<file path="src/rtl/merge2_arb_if.sv">
// Handshake bundle for merge2_arb: two upstream flit ports and one downstream FIFO port.
// The slave modport is the merge block's view; master is the surrounding fabric.
interface merge2_arb_if #(
   parameter int unsigned W = 9
);
   logic [W-1:0] in0_data;
   logic         in0_valid;
   logic         in0_ready;
   logic [W-1:0] in1_data;
   logic         in1_valid;
   logic         in1_ready;
   logic [W-1:0] out_data;
   logic         out_src;
   logic         out_valid;
   logic         out_ready;

   modport slave (
      input  in0_data, in0_valid,
      output in0_ready,
      input  in1_data, in1_valid,
      output in1_ready,
      output out_data, out_src, out_valid,
      input  out_ready
   );

   modport master (
      output in0_data, in0_valid,
      input  in0_ready,
      output in1_data, in1_valid,
      input  in1_ready,
      input  out_data, out_src, out_valid,
      output out_ready
   );
endinterface

</file>
<file path="src/rtl/merge2_arb.sv">
// Two-input flit merge: one grant per cycle into a small tagged output FIFO.
// Define ARB_ROUNDROBIN_EN for round-robin on contention; default is fixed priority to port 0.
module merge2_arb #(
   parameter int unsigned W     = 9,
   parameter int unsigned DEPTH = 2
) (
   input logic        clk,
   input logic        reset,
   merge2_arb_if.slave bus
);

   localparam int unsigned PW = (DEPTH > 1) ? $clog2(DEPTH) : 1;
   localparam int unsigned CW = $clog2(DEPTH + 1);
   localparam logic [CW-1:0] FullCount = CW'(DEPTH);

   logic [W:0]    mem [DEPTH];
   logic [PW-1:0] wr_ptr;
   logic [PW-1:0] rd_ptr;
   logic [CW-1:0] count;
   logic          last;

   logic          full;
   logic          not_empty;
   logic          prefer1;
   logic          grant0;
   logic          grant1;
   logic          push;
   logic          pop;
   logic [W:0]    push_entry;

   assign full      = (count == FullCount);
   assign not_empty = (count != '0);

`ifdef ARB_ROUNDROBIN_EN
   assign prefer1 = ~last;
`else
   // Fixed priority: last is tracked but never steers the grant.
   assign prefer1 = last & 1'b0;
`endif

   always_comb begin
      grant0 = 1'b0;
      grant1 = 1'b0;
      if (!reset && !full) begin
         if (bus.in0_valid && bus.in1_valid) begin
            grant1 = prefer1;
            grant0 = ~prefer1;
         end else begin
            grant0 = bus.in0_valid;
            grant1 = bus.in1_valid;
         end
      end
   end

   always_comb begin
      push       = (grant0 & bus.in0_valid) | (grant1 & bus.in1_valid);
      pop        = not_empty & bus.out_ready;
      push_entry = grant1 ? {1'b1, bus.in1_data} : {1'b0, bus.in0_data};
   end

   assign bus.in0_ready = grant0;
   assign bus.in1_ready = grant1;
   assign bus.out_valid = not_empty;
   assign bus.out_data  = mem[rd_ptr][W-1:0];
   assign bus.out_src   = mem[rd_ptr][W];

   always_ff @(posedge clk) begin
      if (reset) begin
         wr_ptr <= '0;
         rd_ptr <= '0;
         count  <= '0;
         last   <= 1'b1;
         for (int i = 0; i < int'(DEPTH); i++) begin
            mem[i] <= '0;
         end
      end else begin
         if (push) begin
            mem[wr_ptr] <= push_entry;
            wr_ptr      <= wr_ptr + 1'b1;
            last        <= push_entry[W];
         end
         if (pop) begin
            rd_ptr <= rd_ptr + 1'b1;
         end
         unique case ({push, pop})
            2'b10:   count <= count + 1'b1;
            2'b01:   count <= count - 1'b1;
            default: count <= count;
         endcase
      end
   end

endmodule
</file>
<file path="src/flat_wrapper.sv">
// flat-port wrapper written by rule: the top's interface ports become plain ports
module merge2_arb_flat 
#(
   parameter int unsigned W     = 9,
   parameter int unsigned DEPTH = 2
)
  (clk, reset, bus_in0_data, bus_in0_valid, bus_in0_ready, bus_in1_data, bus_in1_valid, bus_in1_ready, bus_out_data, bus_out_src, bus_out_valid, bus_out_ready);
  merge2_arb_if #(.W(W)) bus_i ();
  input logic clk;
  input logic reset;
  input wire logic [$bits(bus_i.in0_data)-1:0] bus_in0_data;
  input wire logic [$bits(bus_i.in0_valid)-1:0] bus_in0_valid;
  output wire logic [$bits(bus_i.in0_ready)-1:0] bus_in0_ready;
  input wire logic [$bits(bus_i.in1_data)-1:0] bus_in1_data;
  input wire logic [$bits(bus_i.in1_valid)-1:0] bus_in1_valid;
  output wire logic [$bits(bus_i.in1_ready)-1:0] bus_in1_ready;
  output wire logic [$bits(bus_i.out_data)-1:0] bus_out_data;
  output wire logic [$bits(bus_i.out_src)-1:0] bus_out_src;
  output wire logic [$bits(bus_i.out_valid)-1:0] bus_out_valid;
  input wire logic [$bits(bus_i.out_ready)-1:0] bus_out_ready;
  assign bus_i.in0_data = bus_in0_data;
  assign bus_i.in0_valid = bus_in0_valid;
  assign bus_in0_ready = bus_i.in0_ready;
  assign bus_i.in1_data = bus_in1_data;
  assign bus_i.in1_valid = bus_in1_valid;
  assign bus_in1_ready = bus_i.in1_ready;
  assign bus_out_data = bus_i.out_data;
  assign bus_out_src = bus_i.out_src;
  assign bus_out_valid = bus_i.out_valid;
  assign bus_i.out_ready = bus_out_ready;
  merge2_arb #(.W(W), .DEPTH(DEPTH)) u_core (.clk(clk), .reset(reset), .bus(bus_i));
endmodule
</file>
<file path="config.mk">
export PLATFORM = sky130hd
export DESIGN_NAME = merge2_arb_flat
export DESIGN_NICKNAME = d
export VERILOG_FILES = /design/src/rtl/merge2_arb_if.sv /design/src/rtl/merge2_arb.sv /design/src/flat_wrapper.sv
export SDC_FILE = /design/constraint.sdc
export NUM_CORES = 1
export LEC_CHECK = 0
export BUFFER_PORTS_ARGS = -buffer_cell sky130_fd_sc_hd__buf_2
export CORE_MARGIN = 3
export CORE_UTILIZATION = 31
export CTS_CLUSTER_DIAMETER = 120
export CTS_CLUSTER_SIZE = 10
export DETAILED_ROUTE_END_ITERATION = 6
export PLACE_DENSITY = 0.57
export SETUP_SLACK_MARGIN = 0.1
export SLEW_MARGIN = 20
export SYNTH_ARGS = -nofsm -noshare
export SYNTH_HDL_FRONTEND = slang
export SYNTH_SLANG_ARGS = --single-unit
export TNS_END_PERCENT = 20
</file>
<file path="constraint.sdc">
create_clock -name clk -period 5.6 [get_ports clk]
set_input_delay 1.12 -clock clk [delete_from_list [all_inputs] [get_ports clk]]
set_output_delay 1.12 -clock clk [all_outputs]
set_load 0.03 [all_outputs]
</file>
---- Yosys cells after proc, flatten, opt, wreduce, memory -nomap -nowiden ----
Memories as Yosys holds them, arrays and structs flattened. A register that Yosys moved wholly into a read port is not among the register bits.
Index checks and enable logic that the tools add are counted.
word-level totals
  flip-flop bits (word level) ............. 4
  bits in writable memories ............... 20
  input bits .............................. 23
  output and inout port bits .............. 13
  logic and storage cells ................. 38
  memories kept ........................... 1
cells by class
  add/subtract/negate cells ............... 4
  equal/unequal tests ..................... 3
  mux-type cells .......................... 16
  bitwise logic cells ..................... 4
  reduce and logical (&&, ||, !) cells .... 7
memories
  memory      words  width  rd ports  clocked after Yosys merged registers in  wr ports  line              source
  u_core.mem  2      10     1         1                                        2         merge2_arb.sv:16  logic [W:0] mem [DEPTH];
operators with widths
  operator               number
  $mux W10               2
  $mux W1                13
  $reduce_or A10 Y1      1
  $eq A2 B2 Y1 const B   2
  $pmux W2 S2            1
  $reduce_bool A2 Y1     2
  $and A1 B1 Y1          3
  $add A1 B1 Y1 const B  2
  $add A2 B1 Y2 const B  1
  $eq A2 B1 Y1 const B   1
  $logic_and A1 B1 Y1    2
  $logic_not A1 Y1       2
  $sub A2 B1 Y2 const B  1
  $or A1 B1 Y1           1

---- Longest topological paths before layout ----
  word-level depth ........................ 11
  mapped depth ............................ 7
  depth with buffers taken out ............ 6

---- Worst setup path after synthesis ----
OpenSTA, ideal clock, no wires.
  kind .................................... input -> output
  start ................................... in bus_in0_valid
  end ..................................... out bus_in0_ready
  arrival time ............................ 2.142 ns
  data required time ...................... 4.480 ns
  setup slack ............................. 2.338 ns
  stages on the path ...................... 2
  path buffers ............................ 1
  path through ............................ clkbuf_1 -> nor3b_1
between the ends
  longest elaborated chain between the ends .. 3
ends and longest elaborated chain
  item                 line                source
  start: declaration   flat_wrapper.sv:12  input wire logic [$bits(bus_i.in0_valid)-1:0] bus_in0_valid;
  $logic_and A1 B1 Y1  merge2_arb.sv:45    if (bus.in0_valid && bus.in1_valid) begin
  $mux W1 *            merge2_arb.sv:45
  $mux W1 *            merge2_arb.sv:44    if (!reset && !full) begin
  end: declaration     flat_wrapper.sv:13  output wire logic [$bits(bus_i.in0_ready)-1:0] bus_in0_ready;
Every way passes the cells marked *; elsewhere a longest branch is shown, timed or not.

---- Worst setup path after layout ----
  start ................................... in bus_in0_valid
  end ..................................... out bus_in1_ready
between the ends
  longest elaborated chain between the ends .. 3
ends and longest elaborated chain
  item                 line                source
  $logic_and A1 B1 Y1  merge2_arb.sv:45
  $mux W1              merge2_arb.sv:45
  $mux W1              merge2_arb.sv:44
  end: declaration     flat_wrapper.sv:16  output wire logic [$bits(bus_i.in1_ready)-1:0] bus_in1_ready;
No other way between the ends.

==> results.md <==
* Die Span X at around 68 um
* Final period util at roughly 53%
* CTS tree: yes
* Avg Synthesized Cell Area at 12.0 um2
* Tightest Pin Transition at 1.02 ns
* # IOs at 36
* Total track usage at 11.4%
* Via density at 4.88
* FF+latch area at between 700 and 800 um2
* Hold WC Path Type: flop to flop
* Sequential Power Share at between 40% and 50%
* Mux cell area share after synthesis at around a tenth
* CP arrival at around 1.9 ns
* ANT cells at 0
* Final setup fails at 0
* Outcome: complete, no violations
* Worst-case clock buffer depth at 2
* Non-filler instance count after layout at between 150 and 200
* Initial antenna violation count at 0
* DP Cell Count at around 170
* Setup slack, reg-to-reg at between 3 and 4 ns
* Post-CTS Setup Inserts at 0
* Post-Synth XOR/XNOR Area at under 10%
* Power density over the cells at about 420 nW/um2
* Antenna Violating Nets Remaining at 0
* Share of cells above drive strength 1 at 39.2%
* Post-synth EDFFs at 20
* Synth Area in Simple Gates at between 10 and 15%
* Hold_sp: u_core.rd_ptr
* CTS Buf Count at 3
* Startpoint types: primary input
* Final nets at 155
* Iter 0 DRT Violations at 43
* Worst Hold Path EP: u_core.rd_ptr
* Yosys warns at 0
* CP max-delay cell: buf_2
* Largest family of logic cells by synthesized area: simple AND/OR/NAND/NOR gates
* Largest fanout on the critical path at 13
* Unrepaired setup endpoints after global routing: false
* Vias in the first global route at between 800 and 900
* Rel. slew slack at a little under a third
* Worst r2r src: u_core.count[0]
* Max Slew Vio Count at 0
* Fin Clk Skew at about 0.0011 ns
* PostCTS Resize Cnt at 0
* Synth area leader: edfxtp_1
* TNS Setup at 0 ns
* Clock Power Share at 17.4%
* Synth Area in Compound Gates at 9.35%
* First-pass GRT wire length at between 3 and 4 mm
* Routability congestion estimate at ~0.82
* Achievable frequency at ~340 MHz
* Primary FF master, synth: edfxtp_1
* Cells after synthesis at slightly below 100
* Most instantiated cells after synthesis: 22 x nor2_1, 20 x edfxtp_1, 10 x mux2_2, 9 x a22oi_1, 5 x dfxtp_1
* Synth unique cells at 25
* Kind of critical path: primary input to output port
* Sink Count at 25
* Row Count at 21
* Root buf cell: clkbuf_8
* Largest net degree at the start of global routing at 15
* Height of the die at 67.6 um
* MaxCap Viol Count at 0
* Most frequent CP cell: buf_2
* Core area at between 3000 and 4000 um2
* Sw power at between 200 and 250 uW
* Port bufs at 35
* Most frequent cell after synthesis: nor2_1
* H-tree depth at 1
* Vias at between 800 and 900
* Skew-Pair Late Insertion Delay at 0.26 ns
* Async set-or-reset flop fraction in the synthesized netlist at 0%
* Internal power at about 380 uW
* Crit-path leading delay family: buffers and inverters
* Synth Net Count at 122
* CP bufs+invs at 2
* Grt ovf at 0
* Full die area at 4570 um2
* Register area share after synthesis at between 50% and 60%
* Top cell type's share of synthesized area at 51.0%
* Net Sw Frac at 36.0%
* Filler cells at about 350
* Fin. Hold Viols at 0
* CP peak stage delay at 0.22 ns
* Minimum clock period at a little under 3 ns
* Top post-synthesis cells by area: edfxtp_1 51%, mux2_2 9.6%, dfxtp_1 8.5%
* Leak pwr at slightly below 0.0006 uW
* R2R depth at 3
* Residual DRC at 0
* Initial core utilization at between 30% and 40%
* Syn-to-layout area delta at 20.3%
* Crit Reg-Reg Endpoint: u_core.mem[0][6]
* Worst endpoint required time at between 4 and 5 ns
* Multi-input logic area at roughly 430 um2
* Final WL at 2.38 mm
* Synth Cell Area at ~1200 um2
* Max VDD drop at about 0.21 mV
* DR pass1 iterations at 4
* HPWL after DPL at roughly 1.7 mm
* Clk pin slew, worst setup/hold paths at 0.08 ns
* Hold depth at 2
* Seq cells post-synth at 25
* Hold buffers post-CTS at 0
* Adder-cell share of the synthesized area at around 1.1%
* Cells along the critical path: buf_2, nand2b_1, nor3_1, buf_2
* Routed WL per cell at about 14 um
* CP endpoint kind: output port
* Logic pwr share at between 30% and 40%
-- power by group through the flow --
| stage | combinational (uW) | clock, uW | sequential [uW] |
|---|---|---|---|
| 6_report | 220 | 102 | 267 |
| 5_1_grt | 242 | 112 | 272 |
| 4_1_cts | 222 | 105 | 268 |
| 3_5_place_dp | 221 | 0 | 272 |
| 3_3_place_gp | 218 | 0 | 271 |
| 2_1_floorplan | 183 | 0 | 257 |
-- per-stage QoR --
stage | util, % | hold WS [ns] | worst slack [ns] | power [uW] | cell area [um2]
final | 40.5 | 0.524 | 2.62 | 589 | 1420
after global routing | 40.5 | 0.582 | 2.54 | 626 | 1420
after CTS | 40.4 | 0.532 | 2.62 | 595 | 1410
after detailed placement | 39.1 | 0.511 | 2.54 | 493 | 1370
after global placement | 39.1 | 0.499 | 2.64 | 489 | 1370
after floorplan | - | 0.475 | 2.34 | 440 | 1180
-- worst max path at each step --
stage / from / end / slack (ns) / cells after the start
after floorplan: bus_in0_valid / bus_in0_ready / 2.34 / 2
after global placement: bus_in0_valid / u_core.mem[0][2] / 2.64 / 4
after detailed placement: bus_in0_valid / u_core.mem[1][4] / 2.54 / 4
after CTS: bus_in0_valid / bus_in1_ready / 2.62 / 4
after global routing: bus_in0_valid / bus_in1_ready / 2.54 / 4
final: bus_in0_valid / bus_in1_ready / 2.62 / 4
-- metal layers --
layer | vias up | global-route usage (%) | routed length, um
met5 | - | 0 | 0
met4 | 0 | 3.80 | 22
met3 | 4 | 2.00 | 189
met2 | 35 | 19.6 | 1100
met1 | 400 | 14.3 | 1060
li1 | 419 | - | -
-- cells by family (layout without fill, tap and decap cells) --
kind of cell | after synthesis | count (layout)
AND/OR/NAND/NOR | 35 | 35
flip-flops | 25 | 25
AO/OA/AOI/OAI | 16 | 16
multiplexers | 10 | 10
buffers and inverters | 8 | 40
XOR/XNOR | 3 | 3
adder cells (fa/ha/maj) | 1 | 1
-- state kept, by name, indices dropped and copies added (netlist names), named ones only --
register / count
u_core.count: 2
u_core.mem: 20
u_core.rd_ptr: 1
u_core.wr_ptr: 1
-- area by class of cell --
cell class / instances / area share [%]
Inverter: 1 / 0.265
Timing Repair Buffer: 35 / 12.4
Tap cell: 46 / 4.06
Clock buffer: 4 / 3.18
Multi-Input combinational cell: 65 / 30.7
Sequential cell: 25 / 49.5
-- cell usage in the layout, fill, tap and decap left out --
cell type and count:
a21oi_1 2, a22oi_1 9, buf_2 35, clkbuf_1 1, clkbuf_8 3, dfxtp_1 5
edfxtp_1 20, ha_1 1, inv_1 1, mux2_2 10, nand2b_1 1, nor2_1 22
nor2b_1 2, nor3_1 1, nor3b_1 1, nor4_1 2, o21a_1 1, o21ai_0 2
o21bai_1 1, o21bai_2 1, or2_2 1, or3_1 4, or3_4 1, xnor2_1 2
xor2_1 1
-- tightest hold or removal path: stages, from the launching register on --
cell and delay (ns):
dfxtp_1 0.33, xnor2_1 0.08, nor2_1 0.08
Power figures use the tool's default switching activity.
